===== config.mk =====
export PLATFORM = sky130hd
export DESIGN_NAME = axis_row_generator
export DESIGN_NICKNAME = d
export VERILOG_FILES = /design/src/rtl/axis_row_generator.sv
export SDC_FILE = /design/constraint.sdc
export NUM_CORES = 1
export LEC_CHECK = 0
export CORE_AREA = 2 2 242 244
export CTS_BUF_LIST = sky130_fd_sc_hd__clkbuf_8
export CTS_CLUSTER_DIAMETER = 30
export CTS_CLUSTER_SIZE = 8
export DETAILED_ROUTE_END_ITERATION = 16
export DIE_AREA = 0 0 244 246
export SLEW_MARGIN = 40
export SYNTH_ARGS = -nofsm -noshare
export SYNTH_HDL_FRONTEND = slang
export SYNTH_SLANG_ARGS = --single-unit

===== constraint.sdc =====
create_clock -name clk -period 29 [get_ports clk]
set_clock_uncertainty 0.2 [all_clocks]
set_input_delay 5.8 -clock clk [delete_from_list [all_inputs] [get_ports clk]]
set_output_delay 5.8 -clock clk [all_outputs]
set_load 0.01 [all_outputs]

===== src/rtl/axis_row_generator.sv =====
// -----------------------------------------------------------------------------
// axis_row_generator
//
// Streams complete data rows onto a 512-bit AXI Stream for the row-data
// consumer. Each row is one header beat, DATA_CYCLES data beats and one
// trailer beat. Data beats carry a lane-rotated integrity pattern built from a
// 32-bit word v that increments on every data handshake and continues across
// rows. GAP_CYCLES idle cycles may separate rows.
//
// Ports:
//   clk              single clock
//   reset            asynchronous, active-high
//   start            pulse; begins a dataset when idle
//   row_count        rows in the dataset, latched on an accepted start
//   abort            pulse; finish the dataset at the next row boundary
//   inject_error     pulse; invert lane 1 bit 0 of the next data beat
//   busy             high from accepted start until dataset end
//   done             one-cycle pulse at dataset end
//   rows_sent        trailers handshaken in the current/last dataset
//   AXIS_OUT_TDATA   stream data (all outputs registered)
//   AXIS_OUT_TVALID  stream valid
//   AXIS_OUT_TREADY  stream ready
// -----------------------------------------------------------------------------
module axis_row_generator #(
    parameter int          DATA_WIDTH  = 512,
    parameter int          DATA_CYCLES = 32,
    parameter int          GAP_CYCLES  = 0,
    parameter logic [31:0] SEED        = 32'h0000_0001
) (
    input  logic                  clk,
    input  logic                  reset,
    input  logic                  start,
    input  logic [31:0]           row_count,
    input  logic                  abort,
    input  logic                  inject_error,
    output logic                  busy,
    output logic                  done,
    output logic [63:0]           rows_sent,
    output logic [DATA_WIDTH-1:0] AXIS_OUT_TDATA,
    output logic                  AXIS_OUT_TVALID,
    input  logic                  AXIS_OUT_TREADY
);

    typedef enum logic [2:0] {
        S_IDLE    = 3'd0,
        S_HEADER  = 3'd1,
        S_DATA    = 3'd2,
        S_TRAILER = 3'd3,
        S_GAP     = 3'd4,
        S_FINISH  = 3'd5
    } state_t;

    localparam logic [31:0] DATA_CYCLES_W = 32'(DATA_CYCLES);
    localparam logic [31:0] GAP_LAST_W    = 32'(GAP_CYCLES - 1);
    localparam bit          NO_GAP        = (GAP_CYCLES == 32'sd0);

    // Lane k carries v XOR a mask chosen by k mod 4; flip inverts lane 1 bit 0.
    function automatic logic [DATA_WIDTH-1:0] data_beat(input logic [31:0] v,
                                                        input logic        flip);
        logic [DATA_WIDTH-1:0] beat;
        logic [1:0]            lane_sel;
        beat = '0;
        for (int k = 0; k < 16; k++) begin
            lane_sel = 2'(k);
            case (lane_sel)
                2'd0:    beat[32*k +: 32] = v;
                2'd1:    beat[32*k +: 32] = v ^ 32'hFFFF_FFFF;
                2'd2:    beat[32*k +: 32] = v ^ 32'hAAAA_AAAA;
                default: beat[32*k +: 32] = v ^ 32'h5555_5555;
            endcase
        end
        beat[32] = beat[32] ^ flip;
        return beat;
    endfunction

    // Header/trailer framing: tag in the top byte, row index low, count above it.
    function automatic logic [DATA_WIDTH-1:0] frame_beat(input logic [7:0]  tag,
                                                         input logic [63:0] row_idx,
                                                         input logic [31:0] count);
        logic [DATA_WIDTH-1:0] beat;
        beat                    = '0;
        beat[DATA_WIDTH-1 -: 8] = tag;
        beat[63:0]              = row_idx;
        beat[95:64]             = count;
        return beat;
    endfunction

    state_t                state_q, state_d;
    logic [31:0]           row_count_q, row_count_d;
    logic [31:0]           v_q, v_d;
    logic [63:0]           rows_sent_q, rows_sent_d;
    logic [31:0]           beat_cnt_q, beat_cnt_d;
    logic [31:0]           gap_cnt_q, gap_cnt_d;
    logic                  inject_q, inject_d;
    logic                  corrupt_q, corrupt_d;
    logic                  abort_q, abort_d;
    logic                  busy_q, busy_d;
    logic                  done_q, done_d;
    logic                  tvalid_q, tvalid_d;
    logic [DATA_WIDTH-1:0] tdata_q, tdata_d;
    logic                  hs_s;
    logic                  active_s;
    logic                  load_s;

    // Next-state, flag and next-beat computation.
    always_comb begin
        state_d     = state_q;
        row_count_d = row_count_q;
        v_d         = v_q;
        rows_sent_d = rows_sent_q;
        beat_cnt_d  = beat_cnt_q;
        gap_cnt_d   = gap_cnt_q;
        corrupt_d   = corrupt_q;
        busy_d      = busy_q;
        done_d      = 1'b0;
        tvalid_d    = tvalid_q;
        tdata_d     = tdata_q;
        load_s      = 1'b0;
        hs_s        = tvalid_q & AXIS_OUT_TREADY;
        active_s    = (state_q != S_IDLE) && (state_q != S_FINISH);

        if (active_s && abort) begin
            abort_d = 1'b1;
        end else begin
            abort_d = abort_q;
        end

        // The flag is consumed by the handshake of the beat that carried it;
        // a pulse arriving while it is pending merges into it.
        if (hs_s && corrupt_q) begin
            inject_d = 1'b0;
        end else if (active_s && inject_error) begin
            inject_d = 1'b1;
        end else begin
            inject_d = inject_q;
        end

        // A handshake retires the current beat; a stall keeps TDATA/TVALID.
        if (hs_s) begin
            tvalid_d  = 1'b0;
            tdata_d   = '0;
            corrupt_d = 1'b0;
        end else begin
            tvalid_d = tvalid_q;
        end

        case (state_q)
            S_IDLE: begin
                if (start) begin
                    if (row_count != 32'd0) begin
                        row_count_d = row_count;
                        v_d         = SEED;
                        rows_sent_d = 64'd0;
                        busy_d      = 1'b1;
                        state_d     = S_HEADER;
                        load_s      = 1'b1;
                    end else begin
                        done_d = 1'b1;
                    end
                end else begin
                    state_d = S_IDLE;
                end
            end
            S_HEADER: begin
                if (hs_s) begin
                    beat_cnt_d = 32'd1;
                    state_d    = S_DATA;
                    load_s     = 1'b1;
                end else begin
                    state_d = S_HEADER;
                end
            end
            S_DATA: begin
                if (hs_s) begin
                    v_d    = v_q + 32'd1;
                    load_s = 1'b1;
                    if (beat_cnt_q == DATA_CYCLES_W) begin
                        state_d = S_TRAILER;
                    end else begin
                        beat_cnt_d = beat_cnt_q + 32'd1;
                    end
                end else begin
                    state_d = S_DATA;
                end
            end
            S_TRAILER: begin
                if (hs_s) begin
                    rows_sent_d = rows_sent_q + 64'd1;
                    if ((rows_sent_d == {32'd0, row_count_q}) || abort_d) begin
                        state_d = S_FINISH;
                        done_d  = 1'b1;
                        busy_d  = 1'b0;
                    end else if (NO_GAP) begin
                        state_d = S_HEADER;
                        load_s  = 1'b1;
                    end else begin
                        state_d   = S_GAP;
                        gap_cnt_d = 32'd0;
                    end
                end else begin
                    state_d = S_TRAILER;
                end
            end
            S_GAP: begin
                if (abort_d) begin
                    state_d = S_FINISH;
                    done_d  = 1'b1;
                    busy_d  = 1'b0;
                end else if (gap_cnt_q == GAP_LAST_W) begin
                    state_d = S_HEADER;
                    load_s  = 1'b1;
                end else begin
                    gap_cnt_d = gap_cnt_q + 32'd1;
                end
            end
            S_FINISH: begin
                abort_d = 1'b0;
                state_d = S_IDLE;
            end
            default: begin
                state_d  = S_IDLE;
                busy_d   = 1'b0;
                tvalid_d = 1'b0;
                tdata_d  = '0;
            end
        endcase

        // Build the beat that the next state will present, so TDATA is a flop.
        if (load_s) begin
            tvalid_d = 1'b1;
            case (state_d)
                S_HEADER: begin
                    tdata_d   = frame_beat(8'h02, rows_sent_d, 32'd0);
                    corrupt_d = 1'b0;
                end
                S_DATA: begin
                    tdata_d   = data_beat(v_d, inject_d);
                    corrupt_d = inject_d;
                end
                S_TRAILER: begin
                    tdata_d   = frame_beat(8'h03, rows_sent_d, DATA_CYCLES_W);
                    corrupt_d = 1'b0;
                end
                default: begin
                    tvalid_d  = 1'b0;
                    tdata_d   = '0;
                    corrupt_d = 1'b0;
                end
            endcase
        end else begin
            load_s = 1'b0;
        end
    end

    // State and output registers.
    always_ff @(posedge clk or posedge reset) begin
        if (reset) begin
            state_q     <= S_IDLE;
            row_count_q <= 32'd0;
            v_q         <= SEED;
            rows_sent_q <= 64'd0;
            beat_cnt_q  <= 32'd0;
            gap_cnt_q   <= 32'd0;
            inject_q    <= 1'b0;
            corrupt_q   <= 1'b0;
            abort_q     <= 1'b0;
            busy_q      <= 1'b0;
            done_q      <= 1'b0;
            tvalid_q    <= 1'b0;
            tdata_q     <= '0;
        end else begin
            state_q     <= state_d;
            row_count_q <= row_count_d;
            v_q         <= v_d;
            rows_sent_q <= rows_sent_d;
            beat_cnt_q  <= beat_cnt_d;
            gap_cnt_q   <= gap_cnt_d;
            inject_q    <= inject_d;
            corrupt_q   <= corrupt_d;
            abort_q     <= abort_d;
            busy_q      <= busy_d;
            done_q      <= done_d;
            tvalid_q    <= tvalid_d;
            tdata_q     <= tdata_d;
        end
    end

    assign busy            = busy_q;
    assign done            = done_q;
    assign rows_sent       = rows_sent_q;
    assign AXIS_OUT_TDATA  = tdata_q;
    assign AXIS_OUT_TVALID = tvalid_q;

endmodule


# [Yosys cells after proc, flatten, opt, wreduce, memory -nomap -nowiden]
# Index checks and enable logic that the tools add are counted.
[word_totals] wordCells=122 reg_bits=713 in_bits=38 output_inout_bits=579
[op_classes] bitwise=8 eq_ne=21 reduce_logical=18 add_sub_neg=4 mux=58
[op_table] cell="two-way mux 512 bit" count=3
[op_table] cell="one-hot mux 512 bit (3 select lines)" count=1
[op_table] cell="two-way mux 32 bit" count=8
[op_table] cell="two-way mux 64 bit" count=3
[op_table] cell="one-hot mux 32 bit (2 select lines)" count=2
[op_table] cell="one-hot mux 64 bit (2 select lines)" count=1
[op_table] cell="adder 32 x 1 -> 32 bit (second input constant)" count=3
[op_table] cell="adder 64 x 1 -> 64 bit (second input constant)" count=1
[op_table] cell="== test 64 x 32 -> 1 bit" count=1
[op_table] cell="== test 32 bit (second input constant)" count=1
[op_table] cell="== test 32 x 6 -> 1 bit (second input constant)" count=1
[op_table] cell="NOT 16 bit" count=2
[op_table] cell="NOT 32 bit" count=1
[op_table] cell="nonzero test 32 bit" count=1
[op_table] cell="two-way mux 1 bit" count=27
[op_table] cell="two-way mux 3 bit" count=8
[op_table] cell="inequality test 2 bit (second input constant)" count=8
[op_table] cell="one-hot mux 3 bit (5 select lines)" count=1
[op_table] cell="== test 3 x 2 -> 1 bit (second input constant)" count=4
[op_table] cell="one-hot mux 1 bit (4 select lines)" count=2
[op_table] cell="== test 3 x 1 -> 1 bit (second input constant)" count=2
[op_table] cell="== test 3 bit (second input constant)" count=2
[op_table] cell="AND reduction 3 bit" count=2
[op_table] cell="AND reduction 6 bit" count=1
[op_table] cell="other kinds (16)" count=23

# [Depth between registers and ports, before layout]
[logic_depth] ltp_word=14 mapped_depth=13 depth_no_buf=12

# [Worst setup path before layout]
# No wires, ideal clock.
[synth_timing] path_type="input-to-reg" from="input port row_count[17]" to="register beat_cnt_q[22]" n_path_buf=2 path_stages=10 t_arrival_ns=8.461 setup_slack_ns=20.261 cell_sequence="nor4_1 -> nand4_1 -> o21ba_2 -> a211oi_1 -> or3b_2 -> clkbuf_1 -> or4_1 -> clkbuf_1 -> or3_1 -> a21oi_1"
[synth_lines] element="start: declaration" line_no="33" text="input logic [31:0] row_count,"
[synth_lines] element="end signal: assignment" line_no="276" text="beat_cnt_q <= beat_cnt_d;"
[synth_lines] element="end: declaration" line_no="92" text="logic [31:0] beat_cnt_q, beat_cnt_d;"

==> results list <==
- Post-synth top flop: dfrtp_1
* Sequential group share of total power: 0.305
* Overall power consumption: 0.00200 W
- Highest achievable clock rate: approximately 100 MHz
- The analysis attributes to net switching a power of between 0.0007 and 0.0008 W.
- Of the total synthesized cell area, the portion taken by AND, OR, NAND and NOR gates is 0.197.
- Headroom to the max-slew limit came out at 0.385.
- After floorplanning, the core was sized to cover 57400 sq um.
- For this block, the initial DRC count from the detailed router was between 1500 and 2000.
* Syn_nets: 2264
* Maximum number of pins on one net before global-route repair: 107
- Worst hold-check path type: reg2reg
* Final instance count without filler cells: 3299
- After legalization and detailed placement, the total HPWL measured roughly 63000 microns.
* Power per cell area: between 70 and 80 nW/um^2
- The worst setup path is launched from an input port.
* Critical path, cell by cell: clkdlybuf4s50_1, nor4_1, nand4_1, o21ba_2, a211oi_1, or3b_2, buf_4, or4_1, or3_1, a21oi_1
* Final setup fails: 0
- The area growth from synthesis to layout is 31.9%.
* Total routing resource utilization after global routing: 0.272
* CTS tree: built
- Final hold analysis gives a worst-case slack of approximately 0.26 ns.
- In the post-route analysis, the smallest setup slack over all paths is between 15 and 20 ns.
* Outcome: finished clean
- After synthesis, the largest family of logic cells by area is simple AND/OR/NAND/NOR gates.
- Die outline area: between 60000 and 70000 sq um
* Synthesis-stage register bit count: around 330
- The tool flagged a number of max-cap violations equal to 0.
* Largest fanout of any net on the critical path: 24
- Seq/Total Area, Yosys: 0.416
- Clock latency on the worst-skew pair, taken at its later pin, is around 0.67 ns.
- The floorplan step set the die height to 246 microns.
* Initial Util: 0.348
- Master cell of the clock root buffer: clkbuf_8
- TritonCTS buffer count: 90
- Antenna violations before repair: 4
- Combinational Power Share: 0.329
- After detailed routing, the total wire length is approximately 84000 microns.
- The internal power of the cells totals around 0.0013 W.
- Routability-driven placement finished with a final weighted congestion of 0.929.
* Pin slew with the least headroom to its limit: slightly above 0.9 ns
- The share of synthesized area in the top cell type comes to 0.415.
* Net switching fraction of the power: 0.361
* Number of buffers inserted for hold repair after clock tree synthesis: 0
- Antenna-violating nets left: 0
* Type of element capturing the critical path: flop
- The number of slew-limit violations in the final report was 0.
- The net count of the finished layout is roughly 2500.
* Setup Crit Path Kind: in2reg
* Compound-Gate Fraction of Synth Area: 0.147
- Clock tree synthesis found a total of between 300 and 400 sinks.
- After synthesis, the cell types taking the most area are dfrtp_1 41%, buf_4 14%, nand2_1 5.7%, xnor2_1 3.4%, o21ai_0 3.0%.
- Most common cell in the synthesized netlist: buf_4
- The final route contains between 15000 and 20000 vias.
- In the final routed layout, each cell accounts on average for about 26 microns.
* Top cell type by total area after synthesis: dfrtp_1
* Total setup buffers inserted after CTS: 0
- After floorplanning, the core was divided into around 90 placement rows.
- Leak: ~11 nW
- The synthesized design contains 0 enable-type register cells.
- Summed over all failing endpoints, the final setup total negative slack is 0 ns.
- Cell with the biggest individual delay on the critical path: or3b_2
- Number of different library cells in the post-synthesis netlist: 73
- Of the total power, the clock network draws 0.365.
* Number of H-tree levels: 3
* Synth Cell Area: roughly 20000 sq um
- Of the total synthesized cell area, the portion taken by full adders, half adders and majority gates is 0.00313.
- IR analysis of the VDD net gives a maximum drop of around 0.054 mV.
- After detailed placement, the design holds a cell count of approximately 3100.
- Counting I/O delays and the setup requirement, the final critical path takes roughly 10 ns.
- Number of buffer cells added on primary ports: between 600 and 700
* Async set or reset register ratio after synthesis: 1.00
- Number of global-route vias before repair: ~17000
* First-pass GRT wire length: between 100000 and 150000 microns
* Post-Synthesis Mean Instance Area: around 9 sq um
* Count of instances resized after the clock tree is built: 0
- In the final layout, the multi-input gates occupy between 8000 and 9000 sq um.
- At the placement stage, the worst setup path has a slack of between 15 and 20 ns.
* Largest buffer count on any clock path: 3
- CP max stage delay: 0.77 ns
- Of the total synthesized cell area, the portion taken by XOR and XNOR cells is 0.0551.
- After detailed routing, the number of vias per cell comes to 5.44.
* Post-Syn Instances: 2221
- Fraction of final layout cells with drive strength greater than 1: 0.103
- In the finished design, the share of the clock period the worst path needs comes to 0.346.
- Data on the critical path arrives at its endpoint at around 10 ns.
* Clock transition at the register clock pins on the worst setup and hold paths after CTS: around 0.060 ns
- Fillers: 5319
- Setup repair after global routing left no endpoint under its margin.
- Area taken by flip-flops and latches: 8310 sq um
- Residual overflow from global routing: 0
* Number of warnings issued by yosys: 0
- between 600 and 700 I/O pins were placed.
- Of the post-synthesis cell area, the part taken by muxes is 0.00721.
* Top post-synthesis cells by count: 382 x buf_4, 331 x dfrtp_1, 303 x nand2_1, 140 x nor2_1, 119 x o21ai_0
* Required time reported for the critical path endpoint: a little under 30 ns
- Chip Width: between 200 and 250 microns
- Detailed-router iteration count before antenna repair: 6
- Number of endpoints with negative hold slack in the final report: 0
* DRC viols: 0
[area by class of cell]
class,instances,share of cell area
clock buffer,101,0.0528
inverter,26,0.00418
sequential,332,0.315
tap,765,0.0363
timing repair buffer,654,0.247
clock inverter,60,0.0286
antenna,1,0.0000950
multi-input combinational,1360,0.316
[layout by cell type, fill, tap and decap left out, drive strengths merged, types with 12 or more instances in the layout]
cell type and instances:
clkdlybuf4s50 616, dfrtp 331, nand2 303, o21ai 148, nor2 141, clkbuf 101
xnor2 77, nand3 71, nand4 63, a21o 47, xor2 46, a221oi 43
inv 41, nor4 41, o31ai 39, buf 38, a21oi 34, nor3 33
and2 30, and3 28, a22o 24, clkinv 21, a222oi 20, and4 20
bufinv 17, or4 15, or3 14, o211ai 12
[metrics by stage]
stage / utilization / cell area (sq um)
2_1_floorplan: - / 20000
3_3_place_gp: 0.419 / 24100
3_5_place_dp: 0.421 / 24100
4_1_cts: 0.458 / 26300
5_1_grt: 0.459 / 26300
6_report: 0.459 / 26300
[worst max-delay path: cells and delay by family]
kind            cells  cell delay (ns)
simple gates        5             2.99
compound gates      3             0.83
buf+inv             2             0.77
[logic make-up (layout without fill, tap and decap cells)]
| logic type | after synthesis | after routing |
|---|---|---|
| AND/OR/NAND/NOR | 800 | 800 |
| buffers and inverters | 529 | 841 |
| AO/OA/AOI/OAI | 417 | 417 |
| flip-flops | 332 | 332 |
| XOR/XNOR | 124 | 124 |
| multiplexers | 14 | 14 |
| adder cells (fa/ha/maj) | 5 | 5 |
| other | 0 | 1 |
[path summary, 6_finish.rpt]
check                         startpoint         endpoint  slack (ns)  depth (start not counted)
max                         row_count[9]   beat_cnt_q[26]       18.98                         10
min in group asynchronous          reset  row_count_q[12]        5.37                          2
min reg2reg                gap_cnt_q[25]    gap_cnt_q[25]        0.26                          1
min                        gap_cnt_q[25]    gap_cnt_q[25]        0.26                          1
max in group asynchronous          reset           v_q[7]       21.85                          4
max reg2reg                rows_sent[32]             done       23.40                         10
[registers in the layout, summed over array words and instances (netlist names)]
register         cells
gap_cnt_q           32
v_q                 32
row_count_q         32
corrupt_q            1
rows_sent           64
inject_q             1
abort_q              1
AXIS_OUT_TVALID      1
done                 1
beat_cnt_q          32
state_q              3
busy                 1
AXIS_OUT_TDATA     131
[metal layers]
metal  track usage  vias up  share of wire
met1         0.355     9031           0.42
met3        0.0754      138          0.078
met5             0        -              0
li1              -     7945              -
met4        0.0961        0          0.036
met2         0.434      822           0.47
[power groups by stage]
| stage | logic, W | registers [W] | clock network, W |
|---|---|---|---|
| 5_1_grt | 0.000709 | 0.000620 | 0.000768 |
| 4_1_cts | 0.000662 | 0.000612 | 0.000743 |
| 2_1_floorplan | 0.000414 | 0.000591 | 0 |
| 3_3_place_gp | 0.000652 | 0.000616 | 0 |
| 3_5_place_dp | 0.000660 | 0.000618 | 0 |
| 6_report | 0.000659 | 0.000612 | 0.000732 |
No activity file was read; power rests on OpenSTA's default activity.
